File: config.mk
export PLATFORM = sky130hd
export DESIGN_NAME = mem_access_stage_flat
export DESIGN_NICKNAME = d
export VERILOG_FILES = /design/src/rtl/mem_access_stage_pkg.sv /design/src/rtl/mem_access_stage_if.sv /design/src/rtl/mem_access_stage_wait_timer.sv /design/src/rtl/mem_access_stage.sv /design/src/flat_wrapper.sv
export SDC_FILE = /design/constraint.sdc
export NUM_CORES = 1
export LEC_CHECK = 0
export ABC_CLOCK_PERIOD_IN_PS = 2850
export BUFFER_PORTS_ARGS = -buffer_cell sky130_fd_sc_hd__buf_2
export CAP_MARGIN = 20
export CORE_UTILIZATION = 36
export CTS_CLUSTER_SIZE = 14
export DETAILED_ROUTE_END_ITERATION = 6
export PLACE_DENSITY = 0.66
export SYNTH_ARGS = -nofsm -noshare
export SYNTH_HDL_FRONTEND = slang
export SYNTH_HIERARCHICAL = 1
export SYNTH_SLANG_ARGS = --single-unit
File: constraint.sdc
create_clock -name Clk -period 2.85 [get_ports Clk]
set_clock_uncertainty 0.2 [all_clocks]
set_input_delay 0.1425 -clock Clk [delete_from_list [all_inputs] [get_ports Clk]]
set_output_delay 0.1425 -clock Clk [all_outputs]
set_load 0.005 [all_outputs]
File: src/rtl/mem_access_stage_pkg.sv
// -----------------------------------------------------------------------------
// mem_access_stage_pkg
// Shared definitions for the MIPS MEM stage:
//   - state_t       : access FSM encoding (IDLE / WAIT)
//   - memwb_t       : contents of the MEM/WB pipeline boundary
//   - MEMWB_BUBBLE  : the all-zero (invalid, no write-back) MEM/WB value
//   - *_DEFAULT     : default ack timeout and wait-counter width
// -----------------------------------------------------------------------------
package mem_access_stage_pkg;

  // Default number of cycles to wait for MemAck before abandoning an access.
  localparam int TIMEOUT_DEFAULT = 16;
  // Default wait-counter width; must be able to hold TIMEOUT.
  localparam int CNT_W_DEFAULT   = 5;

  typedef enum logic {
    IDLE = 1'b0,
    WAIT = 1'b1
  } state_t;

  typedef struct packed {
    logic        valid;
    logic        reg_write;
    logic        mem_to_reg;
    logic [31:0] read_data;
    logic [31:0] alu_result;
    logic [4:0]  write_reg;
  } memwb_t;

  // A bubble carries no write-back side effect.
  localparam memwb_t MEMWB_BUBBLE = '0;

endpackage : mem_access_stage_pkg

File: src/rtl/mem_access_stage_if.sv
// -----------------------------------------------------------------------------
// mem_access_stage_if
// Request/acknowledge bus between the MEM stage and data memory.
//   MemReq   : request held high until ack or timeout (master -> slave)
//   MemWe    : 1 = store, 0 = load                       (master -> slave)
//   MemAddr  : word-aligned byte address                 (master -> slave)
//   MemWdata : store data                                (master -> slave)
//   MemRdata : load data, valid together with MemAck     (slave -> master)
//   MemAck   : one-cycle completion pulse                (slave -> master)
// -----------------------------------------------------------------------------
interface mem_access_stage_if;

  logic        MemReq;
  logic        MemWe;
  logic [31:0] MemAddr;
  logic [31:0] MemWdata;
  logic [31:0] MemRdata;
  logic        MemAck;

  modport master (
    output MemReq,
    output MemWe,
    output MemAddr,
    output MemWdata,
    input  MemRdata,
    input  MemAck
  );

  modport slave (
    input  MemReq,
    input  MemWe,
    input  MemAddr,
    input  MemWdata,
    output MemRdata,
    output MemAck
  );

endinterface : mem_access_stage_if

File: src/rtl/mem_access_stage_wait_timer.sv
// -----------------------------------------------------------------------------
// mem_wait_timer
// Counts cycles spent waiting for a memory acknowledge.
//   clk      : clock
//   rst      : synchronous active-high reset (count -> 0)
//   load     : start a new wait; count becomes 1 (first WAIT cycle)
//   inc      : advance the count by one
//   at_limit : count has reached TIMEOUT
// load has priority over inc.
// -----------------------------------------------------------------------------
module mem_wait_timer #(
  parameter int TIMEOUT = 16,
  parameter int CNT_W   = 5
) (
  input  logic clk,
  input  logic rst,
  input  logic load,
  input  logic inc,
  output logic at_limit
);

  logic [CNT_W-1:0] count;

  // NOTE: sequential state is assigned with <= only, so every flop samples
  // the pre-edge value of every other flop regardless of statement order.
  always_ff @(posedge clk) begin
    if (rst) begin
      count <= '0;
    end else if (load) begin
      count <= CNT_W'(1);
    end else if (inc) begin
      count <= count + 1'b1;
    end
  end

  assign at_limit = (count == CNT_W'(TIMEOUT));

endmodule : mem_wait_timer

File: src/rtl/mem_access_stage.sv
// -----------------------------------------------------------------------------
// mem_access_stage
// MEM stage of the 5-stage MIPS pipeline, fed by the EX/MEM register.
//   - Resolves the branch (PCSrc / BranchTarget, combinational).
//   - Performs loads/stores over a req/ack bus (mem), stalling upstream while
//     an access is outstanding, with a misalignment check and ack timeout.
//   - Registers results into the MEM/WB boundary.
// Ports:
//   Clk, Reset          : clock, synchronous active-high reset
//   *_in                : EX/MEM control and data (held by upstream on Stall)
//   PCSrc, BranchTarget : branch decision and target
//   Stall               : upstream must hold EX/MEM and PC this cycle
//   mem                 : data-memory request/ack bus (master side)
//   *_out               : MEM/WB register contents
//   MemErr              : one-cycle pulse on misaligned access or timeout
// -----------------------------------------------------------------------------
module mem_access_stage
  import mem_access_stage_pkg::*;
#(
  parameter int TIMEOUT = TIMEOUT_DEFAULT,
  parameter int CNT_W   = CNT_W_DEFAULT
) (
  input  logic                      Clk,
  input  logic                      Reset,
  // EX/MEM
  input  logic                      Valid_in,
  input  logic                      RegWrite_in,
  input  logic                      MemtoReg_in,
  input  logic                      Branch_in,
  input  logic                      MemRead_in,
  input  logic                      MemWrite_in,
  input  logic [31:0]               ALUAddResult_in,
  input  logic                      Zero_in,
  input  logic [31:0]               ALUResult_in,
  input  logic [31:0]               WriteData_in,
  input  logic [4:0]                WriteReg_in,
  // Branch resolution and hazard control
  output logic                      PCSrc,
  output logic [31:0]               BranchTarget,
  output logic                      Stall,
  // Data memory
  mem_access_stage_if.master        mem,
  // MEM/WB
  output logic                      Valid_out,
  output logic                      RegWrite_out,
  output logic                      MemtoReg_out,
  output logic [31:0]               ReadData_out,
  output logic [31:0]               ALUResult_out,
  output logic [4:0]                WriteReg_out,
  output logic                      MemErr
);

  state_t state;
  memwb_t memwb;

  logic   acc;         // instruction touches memory
  logic   mis;         // address not word aligned
  logic   start;       // legal access: enter WAIT
  logic   at_limit;
  logic   timer_load;
  logic   timer_inc;

  memwb_t idle_wb;     // MEM/WB value when no access is launched
  memwb_t ack_wb;      // MEM/WB value on acknowledge
  memwb_t timeout_wb;  // MEM/WB value on timeout

  assign acc   = Valid_in & (MemRead_in | MemWrite_in);
  assign mis   = (ALUResult_in[1:0] != 2'b00);
  assign start = acc & ~mis;

  // Branches only resolve in IDLE; while waiting, the EX/MEM slot is held
  // and will be resolved once the stage is free again.
  assign PCSrc        = Valid_in & Branch_in & Zero_in & (state == IDLE);
  assign BranchTarget = ALUAddResult_in;

  // In WAIT the stall drops on the cycle the access ends (ack or timeout),
  // so upstream advances on the same edge that loads MEM/WB.
  always_comb begin
    // NOTE: every combinational output gets a default first, so no path
    // through the case leaves it unassigned and no latch is inferred.
    Stall = 1'b0;
    case (state)
      IDLE: Stall = start;
      WAIT: Stall = ~mem.MemAck & ~at_limit;
      default: Stall = 1'b0;
    endcase
  end

  assign timer_load = (state == IDLE) & start;
  assign timer_inc  = (state == WAIT) & ~mem.MemAck & ~at_limit;

  mem_wait_timer #(
    .TIMEOUT (TIMEOUT),
    .CNT_W   (CNT_W)
  ) u_wait_timer (
    .clk      (Clk),
    .rst      (Reset),
    .load     (timer_load),
    .inc      (timer_inc),
    .at_limit (at_limit)
  );

  // Next MEM/WB candidates. The EX/MEM inputs are still the held access
  // instruction while in WAIT, so they can be used directly at completion.
  always_comb begin
    idle_wb            = MEMWB_BUBBLE;
    idle_wb.valid      = Valid_in;
    idle_wb.reg_write  = RegWrite_in & ~(acc & mis);
    idle_wb.mem_to_reg = MemtoReg_in;
    idle_wb.read_data  = '0;
    idle_wb.alu_result = ALUResult_in;
    idle_wb.write_reg  = WriteReg_in;

    ack_wb             = idle_wb;
    ack_wb.valid       = 1'b1;
    ack_wb.reg_write   = RegWrite_in;
    // Stores (including read+write, which is treated as a store) return 0.
    ack_wb.read_data   = mem.MemWe ? 32'h0 : mem.MemRdata;

    timeout_wb           = idle_wb;
    timeout_wb.valid     = 1'b1;
    timeout_wb.reg_write = 1'b0;
  end

  always_ff @(posedge Clk) begin
    if (Reset) begin
      state        <= IDLE;
      mem.MemReq   <= 1'b0;
      mem.MemWe    <= 1'b0;
      mem.MemAddr  <= '0;
      mem.MemWdata <= '0;
      memwb        <= MEMWB_BUBBLE;
      MemErr       <= 1'b0;
    end else begin
      MemErr <= 1'b0;
      case (state)
        IDLE: begin
          if (start) begin
            state        <= WAIT;
            mem.MemReq   <= 1'b1;
            mem.MemWe    <= MemWrite_in;
            mem.MemAddr  <= ALUResult_in;
            mem.MemWdata <= WriteData_in;
            memwb        <= MEMWB_BUBBLE;
          end else begin
            memwb  <= idle_wb;
            MemErr <= acc & mis;
          end
        end
        WAIT: begin
          // Ack wins over a simultaneous timeout.
          if (mem.MemAck) begin
            state      <= IDLE;
            mem.MemReq <= 1'b0;
            memwb      <= ack_wb;
          end else if (at_limit) begin
            state      <= IDLE;
            mem.MemReq <= 1'b0;
            memwb      <= timeout_wb;
            MemErr     <= 1'b1;
          end
        end
        default: state <= IDLE;
      endcase
    end
  end

  assign Valid_out     = memwb.valid;
  assign RegWrite_out  = memwb.reg_write;
  assign MemtoReg_out  = memwb.mem_to_reg;
  assign ReadData_out  = memwb.read_data;
  assign ALUResult_out = memwb.alu_result;
  assign WriteReg_out  = memwb.write_reg;

endmodule : mem_access_stage

File: src/flat_wrapper.sv
// flat-port wrapper written by rule: the top's interface ports become plain ports
module mem_access_stage_flat import mem_access_stage_pkg::*;
#(
  parameter int TIMEOUT = TIMEOUT_DEFAULT,
  parameter int CNT_W   = CNT_W_DEFAULT
)
  (Clk, Reset, Valid_in, RegWrite_in, MemtoReg_in, Branch_in, MemRead_in, MemWrite_in, ALUAddResult_in, Zero_in, ALUResult_in, WriteData_in, WriteReg_in, PCSrc, BranchTarget, Stall, Valid_out, RegWrite_out, MemtoReg_out, ReadData_out, ALUResult_out, WriteReg_out, MemErr, mem_MemReq, mem_MemWe, mem_MemAddr, mem_MemWdata, mem_MemRdata, mem_MemAck);
  mem_access_stage_if mem_i ();
  input  logic Clk;
  input  logic Reset;
  input  logic Valid_in;
  input  logic RegWrite_in;
  input  logic MemtoReg_in;
  input  logic Branch_in;
  input  logic MemRead_in;
  input  logic MemWrite_in;
  input  logic [31:0] ALUAddResult_in;
  input  logic Zero_in;
  input  logic [31:0] ALUResult_in;
  input  logic [31:0] WriteData_in;
  input  logic [4:0] WriteReg_in;
  output logic PCSrc;
  output logic [31:0] BranchTarget;
  output logic Stall;
  output logic Valid_out;
  output logic RegWrite_out;
  output logic MemtoReg_out;
  output logic [31:0] ReadData_out;
  output logic [31:0] ALUResult_out;
  output logic [4:0] WriteReg_out;
  output logic MemErr;
  output wire logic [$bits(mem_i.MemReq)-1:0] mem_MemReq;
  output wire logic [$bits(mem_i.MemWe)-1:0] mem_MemWe;
  output wire logic [$bits(mem_i.MemAddr)-1:0] mem_MemAddr;
  output wire logic [$bits(mem_i.MemWdata)-1:0] mem_MemWdata;
  input wire logic [$bits(mem_i.MemRdata)-1:0] mem_MemRdata;
  input wire logic [$bits(mem_i.MemAck)-1:0] mem_MemAck;
  assign mem_MemReq = mem_i.MemReq;
  assign mem_MemWe = mem_i.MemWe;
  assign mem_MemAddr = mem_i.MemAddr;
  assign mem_MemWdata = mem_i.MemWdata;
  assign mem_i.MemRdata = mem_MemRdata;
  assign mem_i.MemAck = mem_MemAck;
  mem_access_stage #(.TIMEOUT(TIMEOUT), .CNT_W(CNT_W)) u_core (.Clk(Clk), .Reset(Reset), .Valid_in(Valid_in), .RegWrite_in(RegWrite_in), .MemtoReg_in(MemtoReg_in), .Branch_in(Branch_in), .MemRead_in(MemRead_in), .MemWrite_in(MemWrite_in), .ALUAddResult_in(ALUAddResult_in), .Zero_in(Zero_in), .ALUResult_in(ALUResult_in), .WriteData_in(WriteData_in), .WriteReg_in(WriteReg_in), .PCSrc(PCSrc), .BranchTarget(BranchTarget), .Stall(Stall), .mem(mem_i), .Valid_out(Valid_out), .RegWrite_out(RegWrite_out), .MemtoReg_out(MemtoReg_out), .ReadData_out(ReadData_out), .ALUResult_out(ALUResult_out), .WriteReg_out(WriteReg_out), .MemErr(MemErr));
endmodule
### After elaboration in Yosys (flattened, before gate mapping)

Cells that the tools add are included.

* logic and storage cells: 60
* register bits: 145
* bits of input ports: 143
* output and inout bits: 173

* equality and inequality tests: 3
* bitwise logic cells: 17
* mux-type cells: 20
* reductions and logical operators: 5
* add/sub/neg operators: 1

Operators by type and width (count)
* $mux 72: 3
* $pmux 72 s2: 1
* $mux 32: 1
* $and 1x1->1: 11
* $mux 1: 11
* $pmux 1 s2: 4
* $add 5x1->5 const B: 1
* $eq 5x5->1 const B: 1
* $not 1->1: 5
* $reduce_and 2->1: 2
* $reduce_bool 2->1: 2
* $ne 3x3->1 const B: 1
* $ne 2x1->1 const B: 1
* $reduce_or 2->1: 1
* $or 1x1->1: 1

### Logic depth before layout (Yosys ltp)

Gate-level depths: netlist (run 1).

* word-level depth: 7
* depth in mapped cells: 10
* mapped depth without buffers: 7

### Modules after synthesis

Netlist (run 1), hierarchy kept.

Modules (own cells, without submodules)
* mem_access_stage: times used 1, seq. area each 2802.7 um^2, cells an instance 598, area an instance 5731.7 um^2
* mem_wait_timer: times used 1, seq. area each 100.1 um^2, cells an instance 28, area an instance 274.0 um^2

### Worst setup path before layout (run 1)

OpenSTA, ideal clock, no wires.

* kind: register -> register
* start point: register u_core.u_wait_timer.count[0]
* end point: register u_core.u_wait_timer.count[3]
* data arrival time: 2.080 ns
* setup slack: 0.447 ns
* library setup time: 0.123 ns
* stages on the path, launching flop included: 11
* data required time: 2.527 ns
* path buffers: 3
* clock period less this slack: 2.403 ns
* cell sequence: dfxtp_1 inv_1 ha_1 nor4bb_1 or3b_2 inv_1 buf_2 buf_4 buf_6 nand4_1 mux2_1

* word-level cells in the longest chain between the ends: 3
* elaborated cells on any way between the ends: 4
* classes of those cells: 1 x add/sub; 1 x eq/ne; 2 x bitwise

RTL lines
* start, declared: RTL line mem_access_stage_wait_timer.sv:22 `logic [CNT_W-1:0] count;`
* start signal, assigned: RTL line mem_access_stage_wait_timer.sv:32 `count <= count + 1'b1;`
* $eq 5x5->1: RTL line mem_access_stage_wait_timer.sv:36 `assign at_limit = (count == CNT_W'(TIMEOUT));`
* named net u_core.at_limit: RTL line mem_access_stage.sv:59 `logic at_limit;`
* $not 1->1: RTL line mem_access_stage.sv:90 `assign timer_inc = (state == WAIT) & ~mem.MemAck & ~at_limit;`
* $and 1x1->1: RTL line mem_access_stage.sv:90
* named net u_core.timer_inc: RTL line mem_access_stage.sv:61 `logic timer_inc;`

The timed path passes the listed nets, and every way through them passes these cells.
A chain may end at the register's enable or synchronous reset.

### Final worst setup path (run 1)

* start point: register u_core.state
* end point: register u_core.memwb, in the netlist u_core/RegWrite_out

* word-level cells in the longest chain between the ends: 2
* elaborated cells on any way between the ends: 3
* classes of those cells: 1 x eq/ne; 1 x mux; 1 x bitwise

RTL lines
* start, declared: RTL line mem_access_stage.sv:53 `state_t state;`
* start signal, assigned: RTL line mem_access_stage.sv:127 `state <= IDLE;`
* start signal, assigned: RTL line mem_access_stage.sv:139 `state <= WAIT;`
* start signal, assigned: RTL line mem_access_stage.sv:153 `state <= IDLE;`
* $not 1->1: RTL line mem_access_stage.sv:136 `case (state)`
* $pmux 72 s2: RTL line mem_access_stage.sv:136
* end signal, assigned: RTL line mem_access_stage.sv:146 `memwb <= idle_wb;`
* end signal, assigned: RTL line mem_access_stage.sv:155 `memwb <= ack_wb;`
* end signal, assigned: RTL line mem_access_stage.sv:159 `memwb <= timeout_wb;`
* end, declared: RTL line mem_access_stage.sv:54 `memwb_t memwb;`

Parallel ways exist; a longest one is shown, timed or not.

==> results.yml, run 1 <==
floorplan:
  ioPinCount: 316
  initial_core_util: 0.3740
  die_h_um: 131.2
  die_w_um: 131.2
  fp-row-count: 46
  core_area_mm2: 0.01606
  dieArea_mm2: 0.01720
placed_design:
  io_buffers: 251
  dp_slack_ps: 386.2
  hpwl_mm: 11.10
  gp_congestion: 0.8005
timing:
  fin_crit_ps: 2673
  finalSetupViolations: 0
  rsz0062_at_grt: "false"
  tns_ps: 0
  worst_pin_slew_ps: 544.9
  timing.final.crit_share: 0.9379
  hold_viol: 0
  max_freq_ghz: 0.3741
  relSlewSlack: 0.6367
  setup_ws_ps: 177.0
  finalMaxSlewViolations: 0
clocking:
  cts_tree: "built"
  htree_num_levels: 4
  cts_root_buf: "clkbuf_16"
  insertion_delay_ps: 400
  clock_sinks: 145
  postCtsSetupBuffers: 0
  clk_pin_slew_ps: 60
  numCtsBuffers: 17
  clk_path_buf_depth: 2
min_path:
  hold_depth: 3
  min-delay-start: "MemWrite_in"
  hold-path-endpoint: "u_core/mem.MemWe$_SDFFE_PP0P_"
  hold_class: "in2reg"
setup_path:
  criticalPathCategory: "reg2reg"
  r2r_end: "u_core/RegWrite_out$_SDFFE_PP0N_"
  slowest_delay_ps: 590
  cp.buffers_inverters: 3
  crit_fanout: 50
  cp_top_family: "buffers and inverters"
  slowest_stage: "dlygate4sd3_1"
  r2r_cells: 6
  crit_chain: "nand2b_4, buf_6, o221ai_1, dlygate4sd3_1, a21oi_1, dlygate4sd3_1"
  critPathArrivalTime_ps: 2820
  r2r_start: "u_core/state$_SDFF_PP0_"
  cpMostUsedCell: "dlygate4sd3_1"
  r2r_setup_slack_ps: 180
  start_kind: "flop"
  cp_num_cells: 6
  cp.required_ps: 2990
  endpoint_kind: "flop"
logic_synthesis:
  async_reset_ff_frac: 0
  synth_nets: 771
  synth_edf_count: 0
  avgSynthCellArea_um2: 9.594
  synth-seq-area-share: 0.4833
  synthFlopType: "dfxtp_1"
  syn_area_mm2: 0.006006
  ys_seq_elements: 145
  synth_cell_types: 42
  syn-instance-count: 626
  yosys_warnings: 6
routing:
  drt.antenna.violating_nets: 0
  wl_per_cell_um: 16.06
  first_iter_violations: 249
  vias_per_cell: 5.066
  dr.pass1.iters: 5
  drc_errors: 0
  totalWireLength_mm: 18.45
  via_count: 5821
grt:
  overflow: 0
  grtUsageMet1: 0.2424
  grtUsageMet3: 0.04514
  grt_max_degree: 66
  grt_pass1_vias: 5848
  grt_pass1_wl_mm: 29.39
  antenna_found_initial: 1
  grt_busiest_layer: "met2"
  met2_usage: 0.3703
  grt_usage: 0.2114
finish:
  fin_nets: 1064
  drive_above_1_share: 0.3519
  post-route-util: 0.5485
  nFillCells: 1422
  syn2layout_area_growth_pct: 46.67
pwr:
  total_power_uw: 4945
  p_per_area_mw_per_mm2: 561.4
  p_leak_uw: 0.004097
  vdd_drop_max_mv: 0.3859
flow_run:
  cap_viol_max_count: 0
status:
  outcome: "complete, no violations"
==> metrics by stage <==
stage / std cells / hold WS, ps / instance area [um^2]
CTS: 1148 / 19.26 / 8802
floorplan: 626 / 11.57 / 6006
detailed placement: 1008 / 85.03 / 7114
global placement: 1008 / 85.03 / 7114
finish: 1149 / 41.88 / 8808
global route: 1149 / 41.65 / 8808
==> cell usage after synthesis, types with 2 or more instances <==
master / instances / area share
nand4_1: 2 / 0.0021
mux2i_1: 23 / 0.038
a22oi_1: 32 / 0.040
nor3b_1: 2 / 0.0025
clkbuf_1: 44 / 0.028
and3_1: 2 / 0.0021
or2_2: 2 / 0.0021
nand2b_1: 59 / 0.061
a21oi_1: 12 / 0.010
a32o_1: 29 / 0.048
buf_4: 33 / 0.041
inv_1: 5 / 0.0031
nand3b_1: 2 / 0.0025
a31o_1: 18 / 0.026
nand2_1: 37 / 0.023
nor4_1: 40 / 0.042
nor3_1: 3 / 0.0025
buf_2: 10 / 0.0083
buf_6: 10 / 0.019
mux2_1: 2 / 0.0037
dfxtp_1: 145 / 0.48
ha_1: 2 / 0.0042
a31o_2: 23 / 0.034
o311ai_0: 6 / 0.0087
nor2_1: 66 / 0.041
==> how the worst max path moves through the flow <==
stage / slack (ps) / end / start
2_1_floorplan: 450 / u_core/u_wait_timer/count[3]$_SDFFE_PP0P_ / u_core/u_wait_timer/count[0]$_SDFFE_PP0P_
3_3_place_gp: 440 / u_core/ALUResult_out[25]$_SDFFE_PP0N_ / u_core/u_wait_timer/count[0]$_SDFFE_PP0P_
3_5_place_dp: 390 / u_core/ALUResult_out[27]$_SDFFE_PP0N_ / u_core/u_wait_timer/count[0]$_SDFFE_PP0P_
4_1_cts: 100 / u_core/RegWrite_out$_SDFFE_PP0N_ / u_core/state$_SDFF_PP0_
5_1_grt: 30 / u_core/RegWrite_out$_SDFFE_PP0N_ / u_core/state$_SDFF_PP0_
6_report: 180 / u_core/RegWrite_out$_SDFFE_PP0N_ / u_core/state$_SDFF_PP0_
==> report_power, final <==
part / switching [uW] / internal [uW]
sequential: 34.1 / 2100
combinational: 256 / 291
clock: 878 / 1390
==> layout by cell type (no fill, tap or decap), types with 2 or more instances in the layout <==
cell           Yosys  final
nor4_1            40     40
dlygate4sd3_1      0    108
nand2_1           37     37
nand4_1            2      2
nand3b_1           2      2
nor3b_1            2      2
mux2_1             2      2
inv_1              5      4
nor2_1            66     65
bufinv_16          0      2
a32o_1            29     29
a31o_2            23     23
clkinv_2           0      5
a31o_1            18     18
a22oi_1           32     32
clkinv_4           0      2
dfxtp_1          145    145
buf_2             10    250
nor3_1             3      3
and3_1             2      2
or2_2              2      2
o311ai_0           6      6
ha_1               2      2
buf_4             33      8
buf_12             0      4
a21oi_1           12     12
clkbuf_8           0      4
nand2b_1          59     59
clkbuf_16          0     17
inv_6              0      3
mux2i_1           23     23
==> cells by family after synthesis <==
family	Yosys count	synth area share
AND/OR/NAND/NOR	223	0.1931
buffers and inverters	104	0.1002
XOR/XNOR	1	0.001459
flip-flops	145	0.4833
multiplexers	25	0.04208
AO/OA/AOI/OAI	126	0.1756
adder cells (fa/ha/maj)	2	0.004166
==> layout make-up <==
cell class | instances | area [um^2] | share of cell area
multi-input combinational | 377 | 2514 | 0.2854
sequential | 145 | 2903 | 0.3295
clock buffer | 21 | 480.5 | 0.05455
tap | 216 | 270.3 | 0.03068
inverter | 7 | 28.78 | 0.003267
antenna | 1 | 2.502 | 0.0002841
clock inverter | 11 | 126.4 | 0.01435
timing repair buffer | 371 | 2484 | 0.2820
==> flip-flops by register name (all words and copies together), names as in the netlist <==
signal                     flops
u_core/ALUResult_out          32
u_core/ReadData_out           32
u_core/mem.MemAddr            32
u_core/mem.MemWdata           32
u_core/WriteReg_out            5
u_core/u_wait_timer/count      5
u_core/MemErr                  1
u_core/MemtoReg_out            1
u_core/RegWrite_out            1
u_core/Valid_out               1
u_core/mem.MemReq              1
u_core/mem.MemWe               1
u_core/state                   1
==> tightest hold or removal path: stages <==
cell and delay, ps:
buf_2 120, nor4b_1 140, a31o_2 200
==> per-layer routing <==
metal  part of all wire  wire length, um  up-vias
met2               0.50             9239      223
li1                   -                -     2801
met4              0.031              563        0
met5                  0                0        -
met3              0.053              984       49
met1               0.42             7661     2748
==> timing repair <==
action	4_1_cts	5_1_grt
setup endpoints to repair	0	1
hold endpoints to repair	126	0
hold buffers	108	0
gates resized for setup	0	1
Note: power is estimated with default switching activity, not from simulation.
==> inputs of run 2 (changes only) <==
- CORE_AREA: not set -> 2 2 122 124
- CORE_UTILIZATION: 36 -> not set
- DIE_AREA: not set -> 0 0 124 126
- PLACE_DENSITY: 0.66 -> 0.75
==> results.yml, run 2 (synthesized netlist as in run 1, its figures left out) <==
status:
  outcome: "complete, no violations"
finish:
  mostFrequentLayoutCells: "251 x buf_2, 145 x dfxtp_1, 108 x dlygate4sd3_1, 65 x nor2_1, 59 x nand2b_1"
  n_antenna_cell: 0
  fin_cells: 1116
  syn2layout_area_growth_pct: 46.65
  drive_above_1_share: 0.3509
  final_common_cell: "buf_2"
  fin_nets: 1064
timing:
  setup_ws_ps: 83.31
  worst_pin_slew_ps: 573.1
  finalMaxSlewViolations: 0
  rsz0062_at_grt: "false"
  timing.final.crit_share: 0.9708
  finalSetupViolations: 0
  fin_crit_ps: 2767
  max_freq_ghz: 0.3614
  relSlewSlack: 0.6179
  hold_viol: 0
  tns_ps: 0
  hold-worst-slack_ps: 29.73
setup_path:
  cp.required_ps: 3000
  worstSetupEndpoint: "u_core/RegWrite_out$_SDFFE_PP0N_"
  crit_chain: "dlygate4sd3_1, buf_2, nor2_4, buf_4, o221ai_1, dlygate4sd3_1, a21oi_1, dlygate4sd3_1"
  r2r_cells: 6
  r2r_start: "u_core/state$_SDFF_PP0_"
  critPathArrivalTime_ps: 2920
  crit_fanout: 48
  crit_start: "MemRead_in"
  start_kind: "input pin"
  cp_top_family: "buffers and inverters"
  slowest_stage: "dlygate4sd3_1"
  slowest_delay_ps: 610
  cp.buffers_inverters: 5
  cp_num_cells: 8
  r2r_setup_slack_ps: 130
  criticalPathCategory: "in2reg"
  endpoint_kind: "flop"
  r2r_end: "u_core/RegWrite_out$_SDFFE_PP0N_"
  cpMostUsedCell: "dlygate4sd3_1"
routing:
  via_count: 5863
  drt.antenna.violating_nets: 0
  drc_errors: 0
  totalWireLength_mm: 18.73
  wl_per_cell_um: 16.78
  vias_per_cell: 5.254
  first_iter_violations: 419
  dr.pass1.iters: 5
grt:
  grt_max_degree: 87
  overflow: 0
  grt_pass1_vias: 5840
  antenna_found_initial: 0
  grt_usage: 0.2360
  grt_pass1_wl_mm: 29.01
placed_design:
  dp_slack_ps: 329.0
  hpwl_mm: 11.00
  io_buffers: 251
  placedCellCount: 976
  gp_congestion: 0.8089
floorplan:
  fp-row-count: 44
  die_h_um: 126
  initial_core_util: 0.4196
  die_w_um: 124
  dieArea_mm2: 0.01562
  core_area_mm2: 0.01431
  ioPinCount: 316
pwr:
  vdd_drop_max_mv: 0.3613
  p_per_area_mw_per_mm2: 591.0
  total_power_uw: 5205
  p_leak_uw: 0.004116
flow_run:
  cap_viol_max_count: 0
clocking:
  numCtsBuffers: 17
  clk_pin_slew_ps: 60
  clock_sinks: 145
  cts_tree: "built"
  clk_path_buf_depth: 2
  insertion_delay_ps: 410
  cts_root_buf: "clkbuf_16"
  htree_num_levels: 4
min_path:
  hold_class: "in2reg"
  hold_depth: 3
  min-delay-start: "MemWrite_in"
run 2: cell count changes in the layout (fill, tap and decap cells not counted), sizes merged:
cell	change
inv	-2
clkbuf	-2
diode	-1
bufinv	+4
run 2: timing repair:
item,CTS,global route
endpoints found under the setup margin,0,1
hold endpoints to repair,131,0
hold buffers,108,0
resized for setup,0,1
buffers inserted,0,0
run 2: power breakdown:
group / total [uW] / switching, uW / internal (uW)
Sequential: 2130 / 35.1 / 2100
Combinational: 543 / 254 / 289
Clock: 2530 / 863 / 1670
Total: 5200 / 1150 / 4050
run 2: worst min-delay path by stage:
stage	to	slack, ps
global placement	BranchTarget[16]	90
floorplan	u_core/u_wait_timer/count[0]$_SDFFE_PP0P_	10
CTS	u_core/mem.MemWe$_SDFFE_PP0P_	10
global route	u_core/mem.MemWe$_SDFFE_PP0P_	30
finish	u_core/mem.MemWe$_SDFFE_PP0P_	30
detailed placement	BranchTarget[16]	90
run 2: tightest hold or removal path: cells and delay by family:
| kind | cells | cell delay [ps] |
|---|---|---|
| buffers and inverters | 1 | 110 |
| and+or+nand+nor | 1 | 220 |
| AOI/OAI and AO/OA | 1 | 140 |
run 2: final cells by class:
class | instances | area, um^2
repair buffers | 371 | 2456
fillers | 1145 | 5507
clock buffers | 19 | 442.9
multi-input cells | 377 | 2514
inverters | 7 | 28.78
clock inverters | 13 | 232.7
flip-flops and latches | 145 | 2903
well taps | 184 | 230.2
run 2: routing by layer:
metal  GRT usage  up-vias  wire length [um]
met5           0        -                 0
met4      0.1216        0               737
met3     0.06386       63              1256
met2      0.4089      242              9404
met1      0.2616     2762              7333
li1            -     2796                 -
run 2: through the flow:
| stage | util | area, um^2 |
|---|---|---|
| after detailed placement | 0.4923 | 7047 |
| final | 0.6153 | 8807 |
| after global routing | 0.6153 | 8807 |
| after global placement | 0.4923 | 7047 |
| after floorplan | - | 6006 |
| after CTS | 0.6150 | 8803 |
==> inputs of run 3 (changes only) <==
- ABC_AREA: not set -> 1
- CELL_PAD_IN_SITES_DETAIL_PLACEMENT: not set -> 0
- CELL_PAD_IN_SITES_GLOBAL_PLACEMENT: not set -> 1
- CORE_AREA: 2 2 122 124 -> not set
- CORE_UTILIZATION: not set -> 30
- DIE_AREA: 0 0 124 126 -> not set
- PLACE_DENSITY: 0.75 -> not set
- PLACE_DENSITY_LB_ADDON: not set -> 0.1
==> results.yml, run 3 <==
setup_path:
  critPathArrivalTime_ps: 2080
  r2r_start: "u_core/u_wait_timer/count[0]$_SDFFE_PP0P_"
  worstSetupEndpoint: "Stall"
  r2r_cells: 10
  crit_start: "u_core/u_wait_timer/count[0]$_SDFFE_PP0P_"
  crit_fanout: 42
  criticalPathCategory: "reg2out"
  slowest_delay_ps: 400
  r2r_end: "u_core/ALUResult_out[10]$_SDFFE_PP0N_"
  cp.required_ps: 2510
  r2r_setup_slack_ps: 800
  start_kind: "flop"
  endpoint_kind: "output port"
  cpMostUsedCell: "nand2_1"
  slowest_stage: "buf_4"
  crit_chain: "inv_1, ha_1, nand2_1, nor3_1, nor2_1, nand2_2, buf_4, nand2_1, buf_2"
floorplan:
  ioPinCount: 316
  initial_core_util: 0.3078
  die_w_um: 138.0
  die_h_um: 138.0
  core_area_mm2: 0.01802
  fp-row-count: 49
  dieArea_mm2: 0.01904
timing:
  relSlewSlack: 0.5992
  fin_crit_ps: 2426
  finalMaxSlewViolations: 0
  finalSetupViolations: 0
  timing.final.crit_share: 0.8512
  tns_ps: 0
  hold_viol: 0
  worst_pin_slew_ps: 600.4
  hold-worst-slack_ps: 10.93
  max_freq_ghz: 0.4122
  rsz0062_at_grt: "false"
flow_run:
  cap_viol_max_count: 0
grt:
  grtUsageMet1: 0.2172
  overflow: 0
  grt_pass1_wl_mm: 26.81
  met2_usage: 0.3019
  grt_busiest_layer: "met2"
  grt_usage: 0.1813
  grt_max_degree: 103
  grtUsageMet3: 0.05044
  antenna_found_initial: 0
  grt_pass1_vias: 5422
placed_design:
  hpwl_mm: 11.53
  placed_area_mm2: 0.006690
  gp_congestion: 0.7382
  io_buffers: 251
logic_synthesis:
  synth_edf_count: 0
  synth-seq-area-share: 0.5232
  async_reset_ff_frac: 0
  avgSynthCellArea_um2: 8.052
  synth_nets: 834
  ys_seq_elements: 145
  syn-instance-count: 689
  netlist.area_leader.share: 0.5232
  synth_top_family_by_area: "simple AND/OR/NAND/NOR gates"
  netlist_top_cells_count: "233 x nand2_1, 145 x dfxtp_1, 118 x a21oi_1"
  synthMuxAreaShare: 0
  synthTopCellsByArea: "dfxtp_1 52%, nand2_1 16%, a21oi_1 11%"
  synth_fa_ha_area_frac: 0.004511
  synthFlopType: "dfxtp_1"
  synth_xor_xnor_area_share: 0
  synth_compound_area_frac: 0.1441
  yosys.area_share.simple: 0.2273
  yosys_warnings: 6
  synth_most_common_cell: "nand2_1"
  post-synth-top-area-cell: "dfxtp_1"
  synth_cell_types: 25
  syn_area_mm2: 0.005548
finish:
  final_common_cell: "buf_2"
  n_antenna_cell: 0
  nFillCells: 1837
  fin_nets: 1142
  mostFrequentLayoutCells: "250 x buf_2, 233 x nand2_1, 145 x dfxtp_1, 118 x a21oi_1, 107 x dlygate4sd3_1"
  fin_area_mm2: 0.008371
  drive_above_1_share: 0.3287
  post-route-util: 0.4644
  syn2layout_area_growth_pct: 50.88
routing:
  first_iter_violations: 290
  totalWireLength_mm: 17.19
  drc_errors: 0
  via_count: 5584
  wl_per_cell_um: 13.87
  vias_per_cell: 4.507
  dr.pass1.iters: 4
  drt.antenna.violating_nets: 0
clocking:
  clk_path_buf_depth: 2
  clk_pin_slew_ps: 50
  cts_tree: "built"
  htree_num_levels: 4
  clock_sinks: 145
  numCtsBuffers: 17
  cts_resized: 0
  insertion_delay_ps: 420
  cts_root_buf: "clkbuf_16"
pwr:
  p_per_area_mw_per_mm2: 583.9
  vdd_drop_max_mv: 0.3905
  p_leak_uw: 0.003746
  total_power_uw: 4888
min_path:
  hold_class: "in2reg"
status:
  outcome: "complete, no violations"
[run 3: worst min-delay path by stage]
stage                        startpoint  slack (ps)                                   endpoint  cells after the start
finish                            Reset          10  u_core/u_wait_timer/count[0]$_SDFFE_PP0P_                      2
global route                      Reset          30  u_core/u_wait_timer/count[0]$_SDFFE_PP0P_                      2
CTS                               Reset          10  u_core/u_wait_timer/count[0]$_SDFFE_PP0P_                      2
detailed placement  ALUAddResult_in[12]          90                           BranchTarget[12]                      0
global placement    ALUAddResult_in[12]          90                           BranchTarget[12]                      0
floorplan                         Reset          10  u_core/u_wait_timer/count[0]$_SDFFE_PP0P_                      1
[run 3: critical path, delay by kind of cell, from the launching register on]
family        cells  cell delay (ps)
simple gates      5              580
fa+ha+maj         1              140
flops             1              320
buf+inv           3              630
[run 3: report_power, final]
group / total (uW) / switching, uW / internal (uW)
sequential: 2130 / 35.6 / 2090
clock: 2290 / 865 / 1420
combinational: 471 / 218 / 253
[run 3: stage by stage]
| stage | cells | setup slack [ps] |
|---|---|---|
| floorplan | 689 | 1023 |
| global placement | 1100 | 867.8 |
| detailed placement | 1100 | 808.8 |
| CTS | 1239 | 399.9 |
| global route | 1239 | 182.4 |
| finish | 1239 | 424.2 |
[run 3: cell families (layout without fill, tap and decap cells)]
group / after synthesis / count (layout)
AO/OA/AOI/OAI: 144 / 144
buffers and inverters: 93 / 414
flip-flops: 145 / 145
AND/OR/NAND/NOR: 305 / 305
adder cells (fa/ha/maj): 2 / 2
[run 3: final cells by class]
type	count	area, um^2	share of cell area
sequential	145	2903	0.3468
clock inverter	13	156.4	0.01868
tap	229	286.5	0.03423
inverter	13	48.80	0.005830
timing repair buffer	369	2437	0.2912
clock buffer	19	452.9	0.05411
multi-input combinational	451	2086	0.2492
[run 3: per-layer routing]
metal / part of all wire / routed length [um]
met1: 0.44 / 7597
met2: 0.47 / 8073
met3: 0.069 / 1178
met4: 0.020 / 338
met5: 0 / 0
[run 3: what timing repair did]
| action | 4_1_cts | 5_1_grt |
|---|---|---|
| buffers inserted | 0 | 0 |
| hold buffers | 107 | 0 |
| endpoints found under the hold margin | 136 | 0 |
